[config.mk]
export PLATFORM = sky130hd
export DESIGN_NAME = ordering_host
export DESIGN_NICKNAME = d
export VERILOG_FILES = /design/src/rtl/replica_pkg.sv /design/src/rtl/ordering_host_fifo.sv /design/src/rtl/ordering_host.sv
export SDC_FILE = /design/constraint.sdc
export NUM_CORES = 1
export LEC_CHECK = 0
export CAP_MARGIN = 20
export CORE_MARGIN = 4
export CORE_UTILIZATION = 50
export DETAILED_ROUTE_END_ITERATION = 12
export GPL_TIMING_DRIVEN = 0
export PLACE_DENSITY_LB_ADDON = 0.25
export SYNTH_ARGS = -nofsm -noshare
export SYNTH_HDL_FRONTEND = slang
export SYNTH_SLANG_ARGS = --single-unit
[constraint.sdc]
create_clock -name clk -period 3.3 [get_ports clk]
set_clock_uncertainty 0.1 [all_clocks]
set_input_delay 0.33 -clock clk [delete_from_list [all_inputs] [get_ports clk]]
set_output_delay 0.33 -clock clk [all_outputs]
set_load 0.005 [all_outputs]
[src/rtl/replica_pkg.sv]
// rtl/replica_pkg.sv - shared replica ordering types and constants
package replica_pkg;

    localparam int CITY_NUM  = 32;
    localparam int ORD_BEATS = CITY_NUM / 8;

    typedef logic [7:0][7:0] ordering_word_t;

    typedef enum logic [1:0] {
        ST_IDLE,
        ST_WRITE,
        ST_READ,
        ST_DONE
    } ord_state_e;

    function automatic logic [15:0] byte_sum(input ordering_word_t w);
        logic [15:0] s;
        s = '0;
        for (int k = 0; k < 8; k++) begin
            s = s + 16'(w[k]);
        end
        return s;
    endfunction

endpackage

[src/rtl/ordering_host_fifo.sv]
// rtl/ordering_host_fifo.sv - read-return buffer between the array and the host read stream
// Output data is taken straight from the storage registers; reset flushes pointers and count.
module ordering_host_fifo #(
    parameter int depth = 4,
    parameter int width = 64
) (
    input  logic                         clk,
    input  logic                         reset,
    input  logic                         push_i,
    input  logic [width-1:0]             din_i,
    input  logic                         pop_i,
    output logic [width-1:0]             dout_o,
    output logic [$clog2(depth+1)-1:0]   count_o,
    output logic                         empty_o
);

    localparam int AW = $clog2(depth);
    localparam int CW = $clog2(depth + 1);
    localparam logic [CW-1:0] DEPTH_C = CW'(depth);

    logic [width-1:0] mem_q [depth];
    logic [AW-1:0]    wr_ptr_q, rd_ptr_q;
    logic [CW-1:0]    count_q;
    logic             do_push, do_pop;

    assign do_push = push_i && (count_q < DEPTH_C);
    assign do_pop  = pop_i && (count_q != '0);

    always_ff @(posedge clk) begin
        if (do_push) begin
            mem_q[wr_ptr_q] <= din_i;
        end
    end

    always_ff @(posedge clk) begin
        if (reset) begin
            wr_ptr_q <= '0;
            rd_ptr_q <= '0;
            count_q  <= '0;
        end else begin
            if (do_push) wr_ptr_q <= wr_ptr_q + AW'(1);
            if (do_pop)  rd_ptr_q <= rd_ptr_q + AW'(1);
            case ({do_push, do_pop})
                2'b10:   count_q <= count_q + CW'(1);
                2'b01:   count_q <= count_q - CW'(1);
                default: count_q <= count_q;
            endcase
        end
    end

    assign dout_o  = mem_q[rd_ptr_q];
    assign count_o = count_q;
    assign empty_o = (count_q == '0);

endmodule

[src/rtl/ordering_host.sv]
// rtl/ordering_host.sv - host initiator streaming orderings to/from the replica ordering port
// Optional byte-sum accumulator on checksum under ORDERING_HOST_CHECKSUM_EN.
module ordering_host
    import replica_pkg::*;
#(
    parameter int replica_num       = 32,
    parameter int beats_per_replica = ORD_BEATS,
    parameter int fifo_depth        = 4
) (
    input  logic           clk,
    input  logic           reset,
    input  logic           cmd_write,
    input  logic           cmd_read,
    output logic           busy,
    output logic           done,
    input  logic           s_valid,
    output logic           s_ready,
    input  logic [63:0]    s_data,
    output logic           m_valid,
    input  logic           m_ready,
    output logic [63:0]    m_data,
    output logic           ordering_write,
    output ordering_word_t ordering_wdata,
    output logic           ordering_read,
    input  logic           ordering_ready,
    input  ordering_word_t ordering_rdata,
    output logic [15:0]    checksum
);

    localparam int T   = replica_num * beats_per_replica;
    localparam int CW  = $clog2(T + 1);
    localparam int FCW = $clog2(fifo_depth + 1);
    localparam logic [CW-1:0]  T_C     = CW'(T);
    localparam logic [FCW:0]   DEPTH_C = (FCW + 1)'(fifo_depth);

    ord_state_e     state_q, state_d;
    logic [CW-1:0]  wcnt_q, wcnt_d;
    logic [CW-1:0]  rcnt_q, rcnt_d;
    logic [CW-1:0]  pcnt_q, pcnt_d;
    logic           inflight_q;
    logic           start;
    logic           pop;
    logic           pop_read;
    logic           fifo_empty;
    logic [FCW-1:0] fifo_count;
    logic [FCW:0]   credit_used;

    // Outstanding beats = buffered + the one the array is returning this cycle.
    assign credit_used = {1'b0, fifo_count} + (FCW + 1)'(inflight_q);
    assign m_valid     = !fifo_empty;
    assign pop         = m_valid && m_ready;
    assign pop_read    = pop && (state_q == ST_READ);
    assign busy        = (state_q != ST_IDLE);
    assign ordering_wdata = s_data;

    always_comb begin
        state_d        = state_q;
        wcnt_d         = wcnt_q;
        rcnt_d         = rcnt_q;
        pcnt_d         = pcnt_q;
        start          = 1'b0;
        s_ready        = 1'b0;
        ordering_write = 1'b0;
        ordering_read  = 1'b0;
        done           = 1'b0;
        case (state_q)
            ST_IDLE: begin
                if (cmd_write) begin
                    state_d = ST_WRITE;
                    start   = 1'b1;
                end else if (cmd_read) begin
                    state_d = ST_READ;
                    start   = 1'b1;
                end
            end
            ST_WRITE: begin
                s_ready        = ordering_ready && (wcnt_q < T_C);
                ordering_write = s_valid && s_ready;
                if (ordering_write) begin
                    wcnt_d = wcnt_q + CW'(1);
                    if (wcnt_d == T_C) state_d = ST_DONE;
                end
            end
            ST_READ: begin
                ordering_read = ordering_ready && (rcnt_q < T_C) && (credit_used < DEPTH_C);
                if (ordering_read) rcnt_d = rcnt_q + CW'(1);
                if (pop) begin
                    pcnt_d = pcnt_q + CW'(1);
                    if (pcnt_d == T_C) state_d = ST_DONE;
                end
            end
            ST_DONE: begin
                done    = 1'b1;
                state_d = ST_IDLE;
            end
            default: state_d = ST_IDLE;
        endcase
        if (start) begin
            wcnt_d = '0;
            rcnt_d = '0;
            pcnt_d = '0;
        end
    end

    always_ff @(posedge clk) begin
        if (reset) begin
            state_q    <= ST_IDLE;
            wcnt_q     <= '0;
            rcnt_q     <= '0;
            pcnt_q     <= '0;
            inflight_q <= 1'b0;
        end else begin
            state_q    <= state_d;
            wcnt_q     <= wcnt_d;
            rcnt_q     <= rcnt_d;
            pcnt_q     <= pcnt_d;
            inflight_q <= ordering_read;
        end
    end

    ordering_host_fifo #(
        .depth (fifo_depth),
        .width (64)
    ) u_fifo (
        .clk     (clk),
        .reset   (reset),
        .push_i  (inflight_q),
        .din_i   (ordering_rdata),
        .pop_i   (pop),
        .dout_o  (m_data),
        .count_o (fifo_count),
        .empty_o (fifo_empty)
    );

`ifdef ORDERING_HOST_CHECKSUM_EN
    logic [15:0] csum_q, csum_d;

    always_comb begin
        csum_d = csum_q;
        if (start) begin
            csum_d = '0;
        end else if (ordering_write) begin
            csum_d = csum_q + byte_sum(s_data);
        end else if (pop_read) begin
            csum_d = csum_q + byte_sum(m_data);
        end
    end

    always_ff @(posedge clk) begin
        if (reset) begin
            csum_q <= '0;
        end else begin
            csum_q <= csum_d;
        end
    end

    assign checksum = csum_q;
`else
    logic unused_pop_read;
    assign unused_pop_read = pop_read;
    assign checksum = '0;
`endif

endmodule

# [Word level (Yosys, flattened, before mapping)]
# Memory sizes are Yosys's and may differ from the RTL's. A register that Yosys moved wholly into a read port is not among the register bits.
# Cells that the tools add are included.
[classes] addsub=8 magnitude_cmp=4 n_eq_ne=12 n_mux=19 n_reduce_logical=18
[op_table] op="$add A8 B1 Y8 const B" count=3
[op_table] op="$eq A8 B8 Y1 const B" count=2
[op_table] op="$lt A8 B8 Y1 const B" count=2
[op_table] op="$mux W2" count=8
[op_table] op="$mux W1" count=9
[op_table] op="$pmux W2 S4" count=1
[op_table] op="$logic_and A1 B1 Y1" count=7
[op_table] op="$eq A2 B2 Y1 const B" count=3
[op_table] op="$pmux W3 S2" count=1
[op_table] op="$reduce_and A2 Y1" count=3
[op_table] op="$reduce_and A5 Y1" count=1
[op_table] op="$add A2 B1 Y2 const B" count=2
[op_table] op="$add A3 B1 Y4" count=1
[op_table] op="$eq A2 B1 Y1 const B" count=2
[op_table] op="$lt A4 B3 Y1 const B" count=1
[op_table] op="$ne A2 B1 Y1 const B" count=2
[op_table] op="$ne A2 B2 Y1 const B" count=2
[op_table] op="$reduce_bool A2 Y1" count=2
[op_table] op="$add A3 B1 Y3 const B" count=1
[op_table] op="$logic_not A3 Y1" count=1
[op_table] op="$lt A3 B3 Y1 const B" count=1
[op_table] op="$ne A3 B3 Y1 const B" count=1
[op_table] op="$reduce_bool A3 Y1" count=1
[op_table] op="$sub A3 B1 Y3 const B" count=1
[op_table] op="3 further kinds" count=3
[totals] ff_bits=34 ramBits=256 inputBits=135 wordCells=70 memories=1
[mem_list] name="u_fifo.mem_q" depth=4 width=64 read_ports=1 rd_clocked_by_memory_dff=1 wr=1 line="ordering_host_fifo.sv:21" rtl="logic [width-1:0] mem_q [depth];"

# [Longest topological paths before layout]
# Gate-level depths: netlist of run 1.
[logic_depth] word_depth=6 ltp_mapped=9

# [Modules after synthesis]
# From an unflattened synthesis of run 1, not the netlist that was laid out.
[hier_totals] hier_cells=625 hier_area_um2=11790.1
[by_module_without_submodules] mod="ordering_host_fifo" instances=1 cells_per_inst=385 area_per_inst_um2=9763.1 seq_area_each_um2=7867.5
[by_module_without_submodules] mod="ordering_host" instances=1 cells_per_inst=240 area_per_inst_um2=2026.9 seq_area_each_um2=540.5

# [Worst setup path after synthesis of run 1]
# Ideal clock, no wire load.
[synth_path] kind="reg2reg" startpoint="register u_fifo.count_q[2] (netlist: u_fifo.count_o[2])" endpoint="memory u_fifo.mem_q[1][0] (enable)" setup_ns=0.429 arrival_ns=2.197 required_ns=2.771 setup_slack_ns=0.574 stages_incl_launch_ff=4 path_buffers=1 period_less_slack_ns=2.726 path_cell_list="dfxtp_1 nor2b_1 clkbuf_1 and2_1"
[synth_between] elab_chain_len=4
[synth_lines] element="start, declared" line="ordering_host_fifo.sv:23" rtl="logic [CW-1:0] count_q;"
[synth_lines] element="start signal, assigned" line="ordering_host_fifo.sv:44" rtl="2'b10: count_q <= count_q + CW'(1);"
[synth_lines] element="start signal, assigned" line="ordering_host_fifo.sv:45" rtl="2'b01: count_q <= count_q - CW'(1);"
[synth_lines] element="start signal, assigned" line="ordering_host_fifo.sv:46" rtl="default: count_q <= count_q;"
[synth_lines] element="$lt A3 B3 Y1" line="ordering_host_fifo.sv:26" rtl="assign do_push = push_i && (count_q < DEPTH_C);"
[synth_lines] element="$logic_and A1 B1 Y1" line="ordering_host_fifo.sv:26"
[synth_lines] element="$mux W1" line="ordering_host_fifo.sv:30" rtl="if (do_push) begin"
[synth_lines] element="$mux W1 (implied by the code)" line="ordering_host_fifo.sv:31" rtl="mem_q[wr_ptr_q] <= din_i;"
[synth_lines] element="end, declared" line="ordering_host_fifo.sv:21"
# Every way passes these cells.

==> key figures, run 1 <==
Outcome
  • Status: complete, no violations

Worst setup path
  • CP peak stage delay: 0.55 ns
  • Worst EP arrival: 2.71 ns
  • Critical Path RT: between 2 and 3 ns
  • Setup CP Type: register to primary output
  • Critical-path cell list: clkbuf_1 > clkbuf_1 > mux4_2 > clkdlybuf4s50_1
  • Reg-to-reg startpoint: u_fifo.count_o[2]$_SDFFE_PP0P_
  • Startpoint Class: register
  • Worst path slowest cell: clkbuf_1
  • CP Max Fanout: 10
  • FF-to-FF setup slack: 0.89 ns
  • Worst Path Buf+Inv: 3
  • CP Capture Type: primary output
  • Worst r2r path cells: 9
  • Top Family by Delay on Critical Path: buffers and inverters
  • Worst r2r dst: u_fifo.count_o[2]$_SDFFE_PP0P_
  • Critical path's most frequent cell: clkbuf_1

Logic synthesis
  • Distinct cells, synth: 41
  • Synth Register Bits: 292
  • Post-Syn Area per Cell: 18.56 sq um
  • Yosys warns: 0
  • Post-Synthesis Cells: 629
  • Register area share after synthesis: about 70%
  • Post-synth EDFFs: 256
  • Post-synth top flop: edfxtp_1
  • FFs w/ async S/R, synth: 0%
  • Post-synth design cell area: 0.01167 sq mm

Timing
  • Fmax: 318.4 MHz
  • Max-slew headroom: 58.57%
  • Worst Setup Slack, final: 0.1597 ns
  • Max-slew violation count: 0
  • Worst slew pin tran: approximately 0.62 ns
  • Tcrit/Tclk final: ~95%
  • Crit path time final: 3.140 ns
  • RSZ-0062 raised after global routing: no
  • Final setup viols: 0
  • Final hold viol count: 0

Hold path
  • Hold path depth: 1
  • Tightest Hold Check Type: input pin to register
  • WHS Endpoint: u_fifo.mem_q[1][44]$_DFFE_PP_
  • HP Start: ordering_rdata[44]

Routing
  • Avg WL per Cell: 19.15 microns
  • Via Count: 6213
  • TritonRoute pass-1 iters: 4
  • Total wire length: approximately 23000 microns
  • DR vias/cell: 5.105
  • DRC Markers: 0
  • Post-detailed-route count of antenna-violating nets: 0
  • 1st-iter DRT viols: between 300 and 400

Clocking
  • Number of H-tree levels: 1
  • # Post-CTS Setup Buffers: 0
  • Clk sinks: around 300
  • CTS tree: done
  • Total CTS buffers: 29
  • Deepest clock path buffer count: 3
  • Root Buffer: clkbuf_16
  • Skew-Pair Late Insertion Delay: 0.53 ns
  • Worst-path clk slew: about 0.06 ns

Pwr
  • Power density cells: around 570 mW/mm^2
  • Worst vdd ir: around 0.3 mV
  • Leakage: 5.208 nW

Cells and area
  • Finished Cell Area: approximately 0.015 sq mm
  • Final Non-Filler Cells: 1217
  • Post-layout util: 67.10%
  • Diode count: 0
  • Area delta synth->final: 30.95%
  • Layout cell share with drive strength beyond 1: 23.56%
  • Final Net Count: 1031

Floorplanning
  • Die ar.: 0.02585 sq mm
  • Core Region: 0.02278 sq mm
  • Std-Cell Rows: 55
  • I/O pin cnt: approximately 290
  • Die width: 160.8 microns
  • Die Y: 160.8 microns
  • Starting Density: 51.24%

Global routing
  • Pin count of the biggest net entering global routing: 47
  • Total GRT Usage: 17.73%
  • First-pass GRT wire length: 36620 microns
  • Number of global-route vias before repair: about 7000
  • Total grt overflow: 0
  • Initial antenna violation count: 0

Placement
  • RD Place Congestion: roughly 0.81
  • Placed inst area: 0.01428 sq mm
  • Dpl cells: 1165
  • Worst slack, placed: 0.02159 ns
  • Port bufs: 204
  • Post-detail-place hpwl: 15900 microns

Flow run
  • Max_cap viols: 0
power breakdown:
part,internal [mW],leakage (nW),total [mW],switching (mW)
combinational,0.825,2.14,1.37,0.546
sequential,4.11,2.59,4.16,0.0489
clock,1.90,0.473,3.20,1.29
total,6.83,5.21,8.72,1.89
Yosys cell counts, types with 7 or more instances:
cell type,n,area (sq um)
and3_1,7,43.79
buf_4,80,600.6
clkbuf_1,14,52.55
dfxtp_1,36,720.7
edfxtp_1,256,7687
ha_1,13,162.7
inv_1,12,45.04
mux4_2,64,1441
nand2_1,14,52.55
nand4_1,8,50.05
nor2_1,38,142.6
xnor2_1,9,78.83
xor2_1,19,166.4
cell type report:
class | instances | area, sq um
Clock inverter | 13 | 92.59
Sequential cell | 292 | 8409
Tap cell | 313 | 391.6
Multi-Input combinational cell | 237 | 2604
Timing Repair Buffer | 208 | 2152
Fill cell | 1558 | 7493
Clock buffer | 40 | 862.1
Inverter | 12 | 45.04
Buffer | 102 | 728.2
flip-flops by register name, indices dropped and copies added (netlist names), named ones only:
register and flops:
inflight_q 1, u_fifo.mem_q 256, u_fifo.wr_ptr_q 2, pcnt_q 8
rcnt_q 8, state_q 2, u_fifo.rd_ptr_q 2, wcnt_q 8
u_fifo.count_o 3
how the worst max path moves through the flow:
stage                                               end  slack, ns  cells past startpoint                      startpoint
after floorplan            u_fifo.mem_q[1][0]$_DFFE_PP_       0.57                      3  u_fifo.count_o[2]$_SDFFE_PP0P_
after global placement    u_fifo.mem_q[3][28]$_DFFE_PP_      -0.65                      3  u_fifo.count_o[2]$_SDFFE_PP0P_
after detailed placement                      m_data[7]       0.02                      4                        register
after CTS                                    m_data[61]       0.06                      4                        register
after global routing                         m_data[31]       0.02                      4                        register
final                                        m_data[51]       0.16                      4                        register
metal layers:
| metal | up-vias | global-route usage (%) | share of wire [%] |
|---|---|---|---|
| li1 | 2835 | - | - |
| met1 | 3142 | 22.15 | 38 |
| met3 | 29 | 3.567 | 5.9 |
| met4 | 0 | 3.412 | 1.5 |
| met5 | - | 0 | 0 |
| met2 | 207 | 32.44 | 55 |
stage by stage:
| step | setup TNS [ns] | total power, mW | hold WS [ns] |
|---|---|---|---|
| floorplan | 0 | 4.922 | 0.3016 |
| global placement | -163.51 | 5.556 | 0.3666 |
| detailed placement | 0 | 5.611 | 0.3920 |
| CTS | 0 | 8.825 | 0.3025 |
| global route | 0 | 9.084 | 0.3141 |
| finish | 0 | 8.723 | 0.3251 |
repair_timing:
item / CTS / global route
hold buffers: 0 / 0
pin swaps: 0 / 0
cloned: 0 / 0
endpoints found under the setup margin: 60 / 21
gates resized for setup: 13 / 8
cells by family after synthesis:
family	Yosys count	share of synthesized area, %
muxes	69	12.78
DFF	292	72.03
other	1	0.03213
and+or+nand+nor	89	3.923
AOI/OAI and AO/OA	21	1.265
buffers and inverters	115	6.303
xor gates and xnor gates	28	2.101
adders and majority gates	14	1.565
cells in the final DEF, fill, tap and decap left out, drive strengths merged, types with 6 or more instances in the layout:
| cell type | netlist | layout |
|---|---|---|
| and2 | 6 | 6 |
| and3 | 7 | 7 |
| buf | 89 | 89 |
| clkbuf | 14 | 52 |
| clkdlybuf4s50 | 0 | 204 |
| clkinv | 0 | 11 |
| conb | 1 | 16 |
| dfxtp | 36 | 36 |
| edfxtp | 256 | 256 |
| ha | 13 | 13 |
| inv | 12 | 13 |
| mux4 | 64 | 64 |
| nand2 | 15 | 15 |
| nand4 | 8 | 8 |
| nor2 | 38 | 38 |
| o21ai | 6 | 6 |
| xnor2 | 9 | 9 |
| xor2 | 19 | 19 |
Power figures use the tool's default switching activity.
==> run 2: changes to the inputs <==
--- a/config.mk
+++ b/config.mk
@@ -5,12 +5,13 @@
 export SDC_FILE = /design/constraint.sdc
 export NUM_CORES = 1
 export LEC_CHECK = 0
-export CAP_MARGIN = 20
+export CAP_MARGIN = 15
 export CORE_MARGIN = 4
 export CORE_UTILIZATION = 50
 export DETAILED_ROUTE_END_ITERATION = 12
 export GPL_TIMING_DRIVEN = 0
 export PLACE_DENSITY_LB_ADDON = 0.25
+export RECOVER_POWER = 100
 export SYNTH_ARGS = -nofsm -noshare
 export SYNTH_HDL_FRONTEND = slang
 export SYNTH_SLANG_ARGS = --single-unit
==> run 2 against run 1 <==
Net effect:
- the run now ends with max-capacitance violations, max-slew violations left
- first-iteration DRC count fell by 2.8%
- register-to-register slack got worse by 0.60 ns
- largest cell class unchanged
- highest routed layer is now met5
- critical path type unchanged
- non-clock buffer count did not move
- cell count did not move
- cell area fell by 0.33%
- utilization fell by 0.22 points
- count of clock-buffer cells in the layout did not move
==> key figures, run 2 (synthesized netlist as in run 1, its figures left out) <==
Routing
  • Post-detailed-route count of antenna-violating nets: 0 (unchanged)
  • 1st-iter DRT viols: 345 (-2.8%)
  • DRC Markers: 0 (unchanged)
  • DR vias/cell: 5.113 (+0.16%)
  • Via Count: 6223 (+0.16%)
  • TritonRoute pass-1 iters: 4 (unchanged)
  • Total wire length: 23330 microns (about the same)
  • Avg WL per Cell: 19.17 microns (about the same)

Worst setup path
  • CP peak stage delay: 0.59 ns (+0.04 ns)
  • Startpoint Class: register
  • CP Capture Type: primary output
  • Worst r2r dst: u_fifo.mem_q[3][32]$_DFFE_PP_
  • Worst path slowest cell: dlygate4sd3_1
  • Worst EP arrival: 2.72 ns (about the same)
  • Worst Path Buf+Inv: 2 (-1)
  • Critical Path RT: 2.87 ns (about the same)
  • Top Family by Delay on Critical Path: buffers and inverters
  • Worst r2r path cells: 4 (-5)
  • Setup CP Type: register to primary output
  • Critical-path cell list: clkdlybuf4s15_2 > mux4_2 > dlygate4sd3_1
  • CP Max Fanout: 10 (unchanged)
  • Crit path depth: 3 (-1)
  • Reg-to-reg startpoint: u_fifo.count_o[2]$_SDFFE_PP0P_
  • FF-to-FF setup slack: 0.29 ns (-0.60 ns)

Timing
  • Max-slew headroom: -20.95% (-80 points)
  • Final hold viol count: 0 (unchanged)
  • Max-slew violation count: 82 (+82)
  • RSZ-0062 raised after global routing: no
  • Fmax: 317.7 MHz (-0.23%)
  • Worst slew pin tran: 1.813 ns (+1.192 ns)
  • Setup TNS: 0 ns (unchanged)
  • Crit path time final: 3.148 ns (+0.007353 ns)
  • Final setup viols: 0 (unchanged)
  • Tcrit/Tclk final: 95.38% (+0.22 points)

Placement
  • Port bufs: 204 (unchanged)
  • Dpl cells: 1165 (unchanged)
  • RD Place Congestion: 0.8064 (unchanged)
  • Post-detail-place hpwl: 15900 microns (unchanged)
  • Placed inst area: 0.01428 sq mm (unchanged)

Pwr
  • Int Pwr: 6.775 mW (-0.87%)
  • Leakage: 5.239 nW (+0.60%)
  • Worst vdd ir: 0.2922 mV (-3.9%)
  • Sw Share: 21.70% (+0.049 points)
  • Clock share of power: 36.9% (+0.3 points)
  • Share of power burned in registers: 48.1% (+0.4 points)
  • Comb pwr share: 15.0% (-0.7 points)
  • Power density cells: 567.9 mW/mm^2 (-0.48%)
  • Net Sw Power: 1.877 mW (-0.59%)

Floorplanning
  • Die ar.: 0.02585 sq mm (unchanged)
  • Die Y: 160.8 microns (unchanged)
  • I/O pin cnt: 285 (unchanged)
  • Starting Density: 51.24% (unchanged)
  • Core Region: 0.02278 sq mm (unchanged)
  • Std-Cell Rows: 55 (unchanged)
  • Die width: 160.8 microns (unchanged)

Global routing
  • Pin count of the biggest net entering global routing: 47 (unchanged)
  • First-pass GRT wire length: 36620 microns (unchanged)
  • Total GRT Usage: 17.73% (unchanged)
  • Total grt overflow: 0 (unchanged)
  • Initial antenna violation count: 2 (+2)
  • Number of global-route vias before repair: 6798 (unchanged)

Hold path
  • HP Start: reset
  • Hold path depth: 2 (+1)
  • Tightest Hold Check Type: input pin to register
  • WHS Endpoint: inflight_q$_SDFF_PP0_

Clocking
  • Root Buffer: clkbuf_16
  • Clk sinks: 292 (unchanged)
  • Cts hold-fix bufs: 0 (unchanged)
  • Post-cts repair resize count: 13 (unchanged)
  • Deepest clock path buffer count: 3 (unchanged)
  • Skew-Pair Late Insertion Delay: 0.53 ns (about the same)
  • # Post-CTS Setup Buffers: 0 (unchanged)
  • Total CTS buffers: 29 (unchanged)
  • Number of H-tree levels: 1 (unchanged)
  • CTS tree: done
  • Worst-path clk slew: 0.06 ns (about the same)

Outcome
  • Failing checks: max-capacitance violations, max-slew violations
  • Status: finished with violations

Flow run
  • Max_cap viols: 4 (+4)

Cells and area
  • Area delta synth->final: 30.52%
  • Final Net Count: 1031 (unchanged)
  • Most frequent cells in the layout: edfxtp_1 (256), dlygate4sd3_1 (156), buf_4 (80), mux4_2 (64), clkdlybuf4s50_1 (48)
  • Max reg flops: 256 (unchanged)
  • Finished Cell Area: 0.01523 sq mm (-0.33%)
  • Layout cell share with drive strength beyond 1: 22.90% (-0.66 points)
  • Diode count: 0 (unchanged)
  • Commonest non-fill, non-tap cell in the layout: edfxtp_1
  • Final Non-Filler Cells: 1217 (unchanged)
  • Largest register by flop count: u_fifo.mem_q
  • Fill cell count: 1561 (+0.19%)
run 2: changes by cell type in the layout (fill, tap and decap cells not counted), sizes merged:
cell	before	now
buf	89	87
clkdlybuf4s50	204	48
dlygate4sd3	0	156
clkbuf	52	54
run 2: worst reg2reg max path: stages, from the launching register on:
cell and delay (ns):
dfxtp_1 0.36, nor2b_1 0.12, clkbuf_1 0.27, and2_0 1.20, buf_6 0.57
run 2: metrics by stage:
step / power [mW] / utilization, % / hold WS, ns / setup slack [ns]
floorplan: 4.922 / - / 0.3016 / 0.5738
global placement: 5.556 / 62.18 / 0.3666 / -0.6492
detailed placement: 5.611 / 62.70 / 0.3920 / 0.02159
CTS: 8.825 / 67.05 / 0.3025 / 0.05951
global route: 9.014 / 66.88 / 0.3235 / 0.002864
finish: 8.652 / 66.88 / 0.3379 / 0.1523
run 2: area by class of cell:
| cell class | count | area, sq um | area share, % |
|---|---|---|---|
| sequential | 292 | 8409 | 55.20 |
| multi-input combinational | 237 | 2587 | 16.98 |
| timing repair buffer | 208 | 2120 | 13.91 |
| clock buffer | 40 | 862.1 | 5.659 |
| buffer | 102 | 726.9 | 4.772 |
| tap | 313 | 391.6 | 2.571 |
| clock inverter | 13 | 92.59 | 0.6078 |
| inverter | 12 | 45.04 | 0.2957 |
run 2: per-layer routing:
layer  vias to the layer above  routed length (microns)  global-route usage, %
met5                         -                       22                      0
met4                         4                      363                  3.412
met3                        38                     1405                  3.567
met1                      3140                     8777                  22.15
li1                       2836                        -                      -
met2                       205                    12760                  32.44
run 2: worst max path at each step:
stage / from / end
finish: register / m_data[20]
global route: register / m_data[20]
CTS: register / m_data[61]
detailed placement: register / m_data[7]
global placement: u_fifo.count_o[2]$_SDFFE_PP0P_ / u_fifo.mem_q[3][28]$_DFFE_PP_
floorplan: u_fifo.count_o[2]$_SDFFE_PP0P_ / u_fifo.mem_q[1][0]$_DFFE_PP_
run 2: power groups by stage:
stage	clock [mW]	sequential, mW	combinational, mW
2_1_floorplan	0	4.22	0.707
3_3_place_gp	0	4.22	1.33
3_5_place_dp	0	4.22	1.39
4_1_cts	3.27	4.16	1.39
5_1_grt	3.43	4.17	1.42
6_report	3.20	4.16	1.30
